`src/rtl/blend_pkg.sv`:
```
// Shared defaults and pixel type for the blend threshold generator.
package blend_pkg;
  localparam int DW_DEF  = 8;
  localparam int WIN_DEF = 4;

  typedef logic [DW_DEF-1:0] pix_t;
endpackage

```
`src/rtl/minmax_tree.sv`:
```
// Combinational unsigned min/max reduction over a WIN-entry pixel window.
module minmax_tree
  import blend_pkg::*;
#(
  parameter int DW  = DW_DEF,
  parameter int WIN = WIN_DEF
) (
  input  logic [WIN-1:0][DW-1:0] win_i,
  output logic [DW-1:0]          min_o,
  output logic [DW-1:0]          max_o
);

  always_comb begin
    min_o = win_i[0];
    max_o = win_i[0];
    for (int i = 1; i < WIN; i++) begin
      if (win_i[i] < min_o) min_o = win_i[i];
      if (win_i[i] > max_o) max_o = win_i[i];
    end
  end

endmodule

```
`src/rtl/blend_threshold_gen.sv`:
```
// Sliding-window min/max blend threshold generator, 2-stage pipeline.
// Optional threshold widening by a margin input when BLEND_TH_MARGIN_EN is defined.
module blend_threshold_gen
  import blend_pkg::*;
#(
  parameter int DW  = DW_DEF,
  parameter int WIN = WIN_DEF
) (
  input  logic          clk,
  input  logic          rst_n,
  input  logic          in_valid,
  output logic          in_ready,
  input  logic [DW-1:0] in_pix,
  input  logic          in_sol,
  output logic          out_valid,
  input  logic          out_ready,
  output logic [DW-1:0] out_pix,
  output logic [DW-1:0] out_th0,
  output logic [DW-1:0] out_th1
`ifdef BLEND_TH_MARGIN_EN
  ,
  input  logic [DW-1:0] margin
`endif
);

  // Handshake: a beat transfers when valid && ready on a rising edge. in_ready
  // is a global pipeline enable derived only from registered out_valid and out_ready.
  logic                   en;
  logic                   accept;
  logic                   first_q;
  logic [WIN-1:0][DW-1:0] win_q, win_d;
  logic                   s1_valid_q;
  logic [DW-1:0]          s1_pix_q;
  logic                   out_valid_q;
  logic [DW-1:0]          out_pix_q, th0_q, th1_q;
  logic [DW-1:0]          min_w, max_w, th0_d, th1_d;

  assign en     = !out_valid_q || out_ready;
  assign accept = in_valid && en;

  // Start of line (or first pixel after reset) replicates the pixel across the window.
  always_comb begin
    win_d = win_q;
    if (accept) begin
      if (in_sol || first_q) begin
        for (int i = 0; i < WIN; i++) win_d[i] = in_pix;
      end else begin
        win_d[0] = in_pix;
        for (int i = 1; i < WIN; i++) win_d[i] = win_q[i-1];
      end
    end
  end

  minmax_tree #(.DW(DW), .WIN(WIN)) u_minmax (
    .win_i (win_q),
    .min_o (min_w),
    .max_o (max_w)
  );

`ifdef BLEND_TH_MARGIN_EN
  logic [DW:0] hi_sum;
  always_comb begin
    hi_sum = {1'b0, max_w} + {1'b0, margin};
    th1_d  = hi_sum[DW] ? '1 : hi_sum[DW-1:0];
    th0_d  = (min_w > margin) ? (min_w - margin) : '0;
  end
`else
  always_comb begin
    th0_d = min_w;
    th1_d = max_w;
  end
`endif

  always_ff @(posedge clk or negedge rst_n) begin
    if (!rst_n) begin
      first_q     <= 1'b1;
      win_q       <= '0;
      s1_valid_q  <= 1'b0;
      s1_pix_q    <= '0;
      out_valid_q <= 1'b0;
      out_pix_q   <= '0;
      th0_q       <= '0;
      th1_q       <= '0;
    end else if (en) begin
      win_q       <= win_d;
      s1_valid_q  <= in_valid;
      out_valid_q <= s1_valid_q;
      out_pix_q   <= s1_pix_q;
      th0_q       <= th0_d;
      th1_q       <= th1_d;
      if (accept) begin
        first_q  <= 1'b0;
        s1_pix_q <= in_pix;
      end
    end
  end

  assign in_ready  = en;
  assign out_valid = out_valid_q;
  assign out_pix   = out_pix_q;
  assign out_th0   = th0_q;
  assign out_th1   = th1_q;

endmodule
```
`config.mk`:
```
export PLATFORM = sky130hd
export DESIGN_NAME = blend_threshold_gen
export DESIGN_NICKNAME = d
export VERILOG_FILES = /design/src/rtl/blend_pkg.sv /design/src/rtl/minmax_tree.sv /design/src/rtl/blend_threshold_gen.sv
export SDC_FILE = /design/constraint.sdc
export NUM_CORES = 1
export LEC_CHECK = 0
export CORE_MARGIN = 8
export CORE_UTILIZATION = 35
export DETAILED_ROUTE_END_ITERATION = 8
export GPL_TIMING_DRIVEN = 0
export PLACE_DENSITY = 0.64
export RECOVER_POWER = 50
export REMOVE_ABC_BUFFERS = 1
export SLEW_MARGIN = 20
export SYNTH_ARGS = -nofsm -noshare
export SYNTH_HDL_FRONTEND = slang
export SYNTH_SLANG_ARGS = --single-unit
```
`constraint.sdc`:
```
create_clock -name clk -period 7.68 [get_ports clk]
set_input_delay 1.152 -clock clk [delete_from_list [all_inputs] [get_ports clk]]
set_output_delay 1.152 -clock clk [all_outputs]
set_load 0.05 [all_outputs]
```
==> impl_metrics.csv, run 1 <==
group,metric,value,unit
outcome,status,"finished, violations left",
outcome,violations,"max-capacitance violations, max-slew violations",
clock_tree,post_cts_resized,0,
power,p_int,0.00106,W
clock_tree,root_buffer,"clkbuf_8",
critical_path,worst_ep_arrival_time,6.15,ns
clock_tree,clock-sinks,59,
final_layout,final_common_cell,"dfrtp_1",
routing,drc_errors,0,
synthesis,synthCells,390,
synthesis,synth_edf_count,0,
global_routing,grt_antenna_before_repair,0,
critical_path,critPathLaunchType,"register",
final_layout,final_cell_mix,"58 x dfrtp_1, 50 x a21oi_1, 41 x nand2_1, 37 x ha_1, 32 x clkdlybuf4s50_1",
routing,dr_wl_met2,3.86,mm
floorplan,die_h,120,um
timing,max_slew_margin,-31.6,%
synthesis,synth_async_sr_flop_share,100,%
power,power_leakage,2.04,nW
placed_design,routabilityCongestion,0.874,
floorplan,start_util,35.3,%
clock_tree,path_clk_slew,0.07,ns
timing,finalClockSkew,0.00923,ns
synthesis,synthMuxAreaShare,13.4,%
timing,fmax,169,MHz
placed_design,dp_hpwl,6.70,mm
synthesis,synthDistinctLibCells,39,
power,switching_power,0.000862,W
routing,vias_per_cell,5.09,
clock_tree,htreeDepth,3,
synthesis,synthXorXnorAreaFrac,0,%
final_layout,syn_to_final_growth,19.6,%
routing,drt-initial-drc-count,128,
synthesis,synth_top_family_by_area,"compound AO/OA/AOI/OAI gates",
timing,layout_min_cycle_time,5.90,ns
routing,met3_wirelength,399,um
clock_tree,postCtsSetupBuffers,0,
routing,wirelength_met1,4.32,mm
timing,fin_setup_tns,0,ns
clock_tree,hold_buffers,0,
clock_tree,clock_path_buffers,2,
global_routing,grt_usage,12.7,%
timing,rsz0062_at_grt,"false",
routing,wirelength,8.68,mm
power,sw_frac_of_total,44.9,%
timing,hold_ws,0.466,ns
timing,slew_viol_final,36,
global_routing,grt_pass1_vias,3039,
global_routing,grt_overflow,0,
synthesis,avgSynthCellArea,9.65,um2
placed_design,io_buffers,38,
clock_tree,cts_made_buffers,9,
critical_path,path_class,"register to register",
timing,timing.final.hold_violations,0,
final_layout,fin_area,4500,um2
final_layout,insertedDiodeCount,0,
global_routing,grt_pass1_wl,14.8,mm
routing,wl_per_cell,15.2,um
power,power_density,426,nW/um2
flow_run,cap_violations,1,
synthesis,synth_fa_ha_area_share,12.3,%
floorplan,die_w,120,um
floorplan,core,10700,um2
synthesis,synth-seq-area-share,39.3,%
synthesis,syn_area,3760,um2
timing,tightest_slew,1.97,ns
power,p_comb_share,59.9,%
synthesis,synth_compound_area_share,19.8,%
clock_tree,cts_tree,"built",
critical_path,worstSetupEndpointType,"register",
synthesis,yosys_warnings,0,
critical_path,cp.required,7.93,ns
routing,ant_nets,0,
final_layout,finalNetCount,476,
global_routing,grt_max_degree,36,
critical_path,critPathMaxFanout,10,
power,pwr-share-seq,24.4,%
synthesis,ys.flop_type,"dfrtp_1",
worst_hold_path,hold_path.class,"register to register",
power,power,0.00192,W
power,power_frac_clock,15.6,%
routing,vias,2904,
timing,fin_crit_sh,76.9,%
placed_design,placed_area,4320,um2
synthesis,ys_seq_elements,59,
clock_tree,insertion_delay,0.34,ns
floorplan,die_area,14300,um2
timing,setup-violations-final,0,
synthesis,synthSimpleGateAreaFrac,10.6,%
routing,firstDrtPassIters,4,
power,peakVddDrop,168,uV
floorplan,rows,38,
final_layout,drive_gt1_share,12.3,%
routing,top_layer_used,"met4",
floorplan,io_pins,39,
==> critical path, cell delays in order (launching register included) <==
cell and delay, ns:
dfrtp_1 0.39, inv_1 0.11, ha_1 0.31, nand2_1 0.09, or4_4 0.55, o21ai_4 0.17
mux2i_1 0.30, ha_1 0.28, a21oi_1 0.15, nor2_1 0.05, a211oi_1 0.28, o21ai_0 0.22
nand3b_1 0.13, a21oi_1 0.07, a311o_1 0.46, mux2_4 0.38, ha_1 0.29, o21a_1 0.11
o21ai_0 0.17, nand2b_1 0.09, a21oi_1 0.14, o21ai_0 0.08, o21ai_1 0.39, nand2_1 0.33
o221ai_1 0.27
==> state kept, by name, indices dropped and copies added, names as in the netlist <==
name and count:
win_q 32, out_pix 8, out_th0 8, out_th1 8
first_q 1, out_valid 1, s1_valid_q 1
==> per-layer routing <==
layer,vias to the layer above,track usage [%]
met5,-,0
met4,0,5.39
met3,10,2.96
met2,47,19.4
met1,1368,16.8
li1,1479,-
==> power groups by stage <==
stage | Combinational, W | Sequential (W) | Clock (W)
3_5_place_dp | 0.00116 | 0.000476 | 0
4_1_cts | 0.00117 | 0.000470 | 0.000309
5_1_grt | 0.00126 | 0.000482 | 0.000322
3_3_place_gp | 0.00113 | 0.000471 | 0
2_1_floorplan | 0.000671 | 0.000650 | 0
6_report | 0.00115 | 0.000468 | 0.000300
==> through the flow <==
step / setup WS, ns / cells / utilization, %
2_1_floorplan: 2.54 / 374 / -
3_3_place_gp: 1.78 / 552 / 39.9
3_5_place_dp: 1.78 / 555 / 40.6
4_1_cts: 1.75 / 571 / 42.6
5_1_grt: 1.30 / 571 / 42.3
6_report: 1.78 / 571 / 42.3
==> area by class of cell <==
| cell class | instances | area, um2 |
|---|---|---|
| clock buffers | 12 | 165 |
| clock inverters | 4 | 47.5 |
| fillers | 1078 | 6150 |
| inverters | 29 | 109 |
| multi-input cells | 286 | 2120 |
| flip-flops and latches | 59 | 1480 |
| well taps | 140 | 175 |
| repair buffers | 41 | 409 |
==> cell usage after synthesis (3+ instances only) <==
library cell / count / share of area (%)
nor2b_1: 13 / 2.2
o21a_1: 4 / 0.80
o221ai_1: 5 / 1.2
ha_1: 37 / 12
a211oi_1: 18 / 3.6
nand2b_1: 3 / 0.50
inv_1: 29 / 2.9
clkbuf_1: 13 / 1.3
mux2_4: 7 / 2.8
mux2_2: 22 / 6.6
nand2_1: 42 / 4.2
nand3_1: 4 / 0.53
dfrtp_1: 58 / 39
o21ai_0: 23 / 3.1
mux2i_1: 15 / 4.0
o21ai_1: 3 / 0.40
nor2_1: 15 / 1.5
a21o_1: 6 / 1.2
a21oi_1: 50 / 6.6
==> kinds of logic after synthesis <==
kind of cell	after synthesis
adder cells (fa/ha/maj)	37
buffers and inverters	45
AO/OA/AOI/OAI	119
flip-flops	59
multiplexers	44
AND/OR/NAND/NOR	86
==> final timing paths <==
check                      startpoint          to  slack [ns]  depth (start not counted)
setup / recovery             win_q[7]  out_th1[6]        1.78                         24
hold / removal             s1_valid_q   out_valid        0.47                          1
setup reg to reg             win_q[7]  out_th1[6]        1.78                         24
hold reg to reg            s1_valid_q   out_valid        0.47                          1
max in group asynchronous       rst_n   win_q[30]        4.16                          2
min in group asynchronous       rst_n    win_q[2]        1.08                          1
No activity file was read; power rests on OpenSTA's default activity.
==> inputs of run 2 (changes only) <==
PLACE_DENSITY = 0.66   (was 0.64)
clock period = 5.4 ns   (was 7.68 ns; I/O delays follow)
==> run 2 against run 1 <==
The flow still finishes with violations (max-capacitance violations, max-slew violations). Non-clock buffer count rose by 21. Sequential cell count did not move. Clock skew barely moved. Global-route usage rose by 0.32 points. Register-to-register slack got worse by 1.6 ns. Utilization rose by 2.7 points. Sequential power rose by 44%. Largest cell class unchanged.
==> impl_metrics.csv, run 2 (synthesis gave the netlist of run 1 again) <==
group,metric,value,unit
routing,wl_per_cell,15.6,um
global_routing,grt_pass1_vias,3148,
routing,drc_errors,0,
final_layout,largest_reg_flops,32,
floorplan,die_h,120,um
routing,drt-initial-drc-count,122,
clock_tree,path_clk_slew,0.07,ns
routing,wirelength,9.20,mm
clock_tree,cts_tree,"built",
final_layout,fin_util,45.0,%
outcome,status,"finished, violations left",
critical_path,cp.required,5.67,ns
critical_path,worst_ep_arrival_time,5.45,ns
timing,fin_crit_sh,96.0,%
power,power_density,626,nW/um2
global_routing,grt_usage,13.0,%
global_routing,grt_overflow,0,
clock_tree,clock-sinks,59,
critical_path,critPathBufInv,1,
clock_tree,clock_path_buffers,2,
timing,fin_setup_tns,0,ns
floorplan,rows,38,
floorplan,start_util,35.3,%
timing,fmax,193,MHz
floorplan,die_area,14300,um2
final_layout,seq_area,1480,um2
clock_tree,htreeDepth,3,
placed_design,io_buffers,38,
final_layout,finalNetCount,497,
final_layout,stdcell_count,591,
floorplan,core,10700,um2
timing,slew_viol_final,42,
final_layout,drive_gt1_share,22.2,%
final_layout,final_cell_mix,"57 x dfrtp_1, 45 x a21oi_1, 38 x nand2_1, 34 x ha_1, 34 x clkdlybuf4s50_1",
placed_design,pre_cts_ws,-0.638,ns
critical_path,worstSetupEndpointType,"register",
global_routing,grt_antenna_before_repair,0,
floorplan,die_w,120,um
power,peakVddDrop,268,uV
routing,firstDrtPassIters,4,
critical_path,slowest_stage,"or4_4",
global_routing,grt_pass1_wl,15.3,mm
timing,max_slew_margin,-51.6,%
placed_design,placedCellCount,555,
timing,timing.final.hold_violations,0,
flow_run,cap_violations,1,
critical_path,cpPeakStageDelay,0.54,ns
clock_tree,hold_buffers,0,
placed_design,dp_hpwl,6.71,mm
clock_tree,root_buffer,"clkbuf_8",
final_layout,syn_to_final_growth,27.3,%
clock_tree,cts_made_buffers,9,
timing,setup_slack,0.216,ns
critical_path,rrSetupSlack,0.22,ns
final_layout,final_common_cell,"dfrtp_1",
floorplan,io_pins,39,
worst_hold_path,hold_path.class,"register to register",
final_layout,insertedDiodeCount,0,
clock_tree,insertion_delay,0.34,ns
timing,tightest_slew,2.27,ns
routing,ant_nets,0,
critical_path,path_common_cell,"a21oi_1",
critical_path,path_class,"register to register",
critical_path,path_cells,"ha_4 > nand2_1 > or4_4 > o21ai_4 > mux2i_2 > ha_1 > a21oi_1 > nor2_1 > a211oi_2 > o21a_1 > nor3_1 > a311o_2 > buf_4 > mux2_4 > ha_1 > a21o_1 > a21oi_1 > o21ai_1 > o21ai_2 > mux2_2 > a21oi_1",
critical_path,crit_family,"compound AO/OA/AOI/OAI gates",
final_layout,n_fill_cell,1014,
routing,vias_per_cell,5.14,
global_routing,grt_max_degree,42,
placed_design,routabilityCongestion,0.858,
power,power_leakage,2.14,nW
timing,setup-violations-final,0,
timing,finalClockSkew,0.00902,ns
critical_path,critPathMaxFanout,5,
outcome,violations,"max-capacitance violations, max-slew violations",
final_layout,largest_register,"win_q",
timing,hold_ws,0.461,ns
critical_path,critPathLaunchType,"register",
final_layout,multi_input_area,2250,um2
routing,vias,3036,
timing,layout_min_cycle_time,5.18,ns
## run 2: metrics by stage
step           power [W]  instance area, um2
5_1_grt          0.00320                4790
4_1_cts          0.00282                4580
2_1_floorplan    0.00188                3700
3_3_place_gp     0.00228                4250
6_report         0.00300                4790
3_5_place_dp     0.00233                4320
## run 2: area by class of cell
cell class	instances	area share, %
repair buffers	62	12.2
well taps	140	3.66
clock buffers	13	3.32
inverters	29	2.27
clock inverters	2	0.731
multi-input cells	286	47.0
flip-flops and latches	59	30.9
## run 2: path summary, 6_finish.rpt
kind / start / to / cells after the start
worst max-delay path: win_q[13] / out_th1[1] / 21
worst min-delay path: s1_valid_q / out_valid / 1
worst max register to register: win_q[13] / out_th1[1] / 21
worst min register to register: s1_valid_q / out_valid / 1
max in group asynchronous: rst_n / win_q[6] / 2
min in group asynchronous: rst_n / win_q[19] / 1
## run 2: worst reg2reg max path: cells and delay by family (launching register included)
kind	cells	cell delay, ns
AO/OA/AOI/OAI	10	1.84
adder cells (fa/ha/maj)	3	0.88
buffers and inverters	1	0.18
flip-flops	1	0.47
multiplexers	3	0.98
AND/OR/NAND/NOR	4	0.75
## run 2: report_power, final
group	internal, W	total [W]	switching, W
registers	0.000572	0.000672	0.000100
logic	0.000869	0.00192	0.00105
clock network	0.000236	0.000410	0.000175
total	0.00168	0.00300	0.00132
## run 2: per-layer routing
| metal | GRT usage, % | routed length (um) | vias up |
|---|---|---|---|
| met1 | 16.9 | 4410 | 1467 |
| met5 | 0 | 0 | - |
| met4 | 5.54 | 128 | 0 |
| met2 | 20.4 | 4250 | 53 |
| li1 | - | - | 1506 |
| met3 | 2.96 | 413 | 10 |
## run 2: timing repair
item | 4_1_cts | 5_1_grt
setup buffers | 5 | 16
gates resized for setup | 8 | 28
pin swaps | 2 | 8
endpoints found under the setup margin | 15 | 16
hold endpoints to repair | 0 | 0
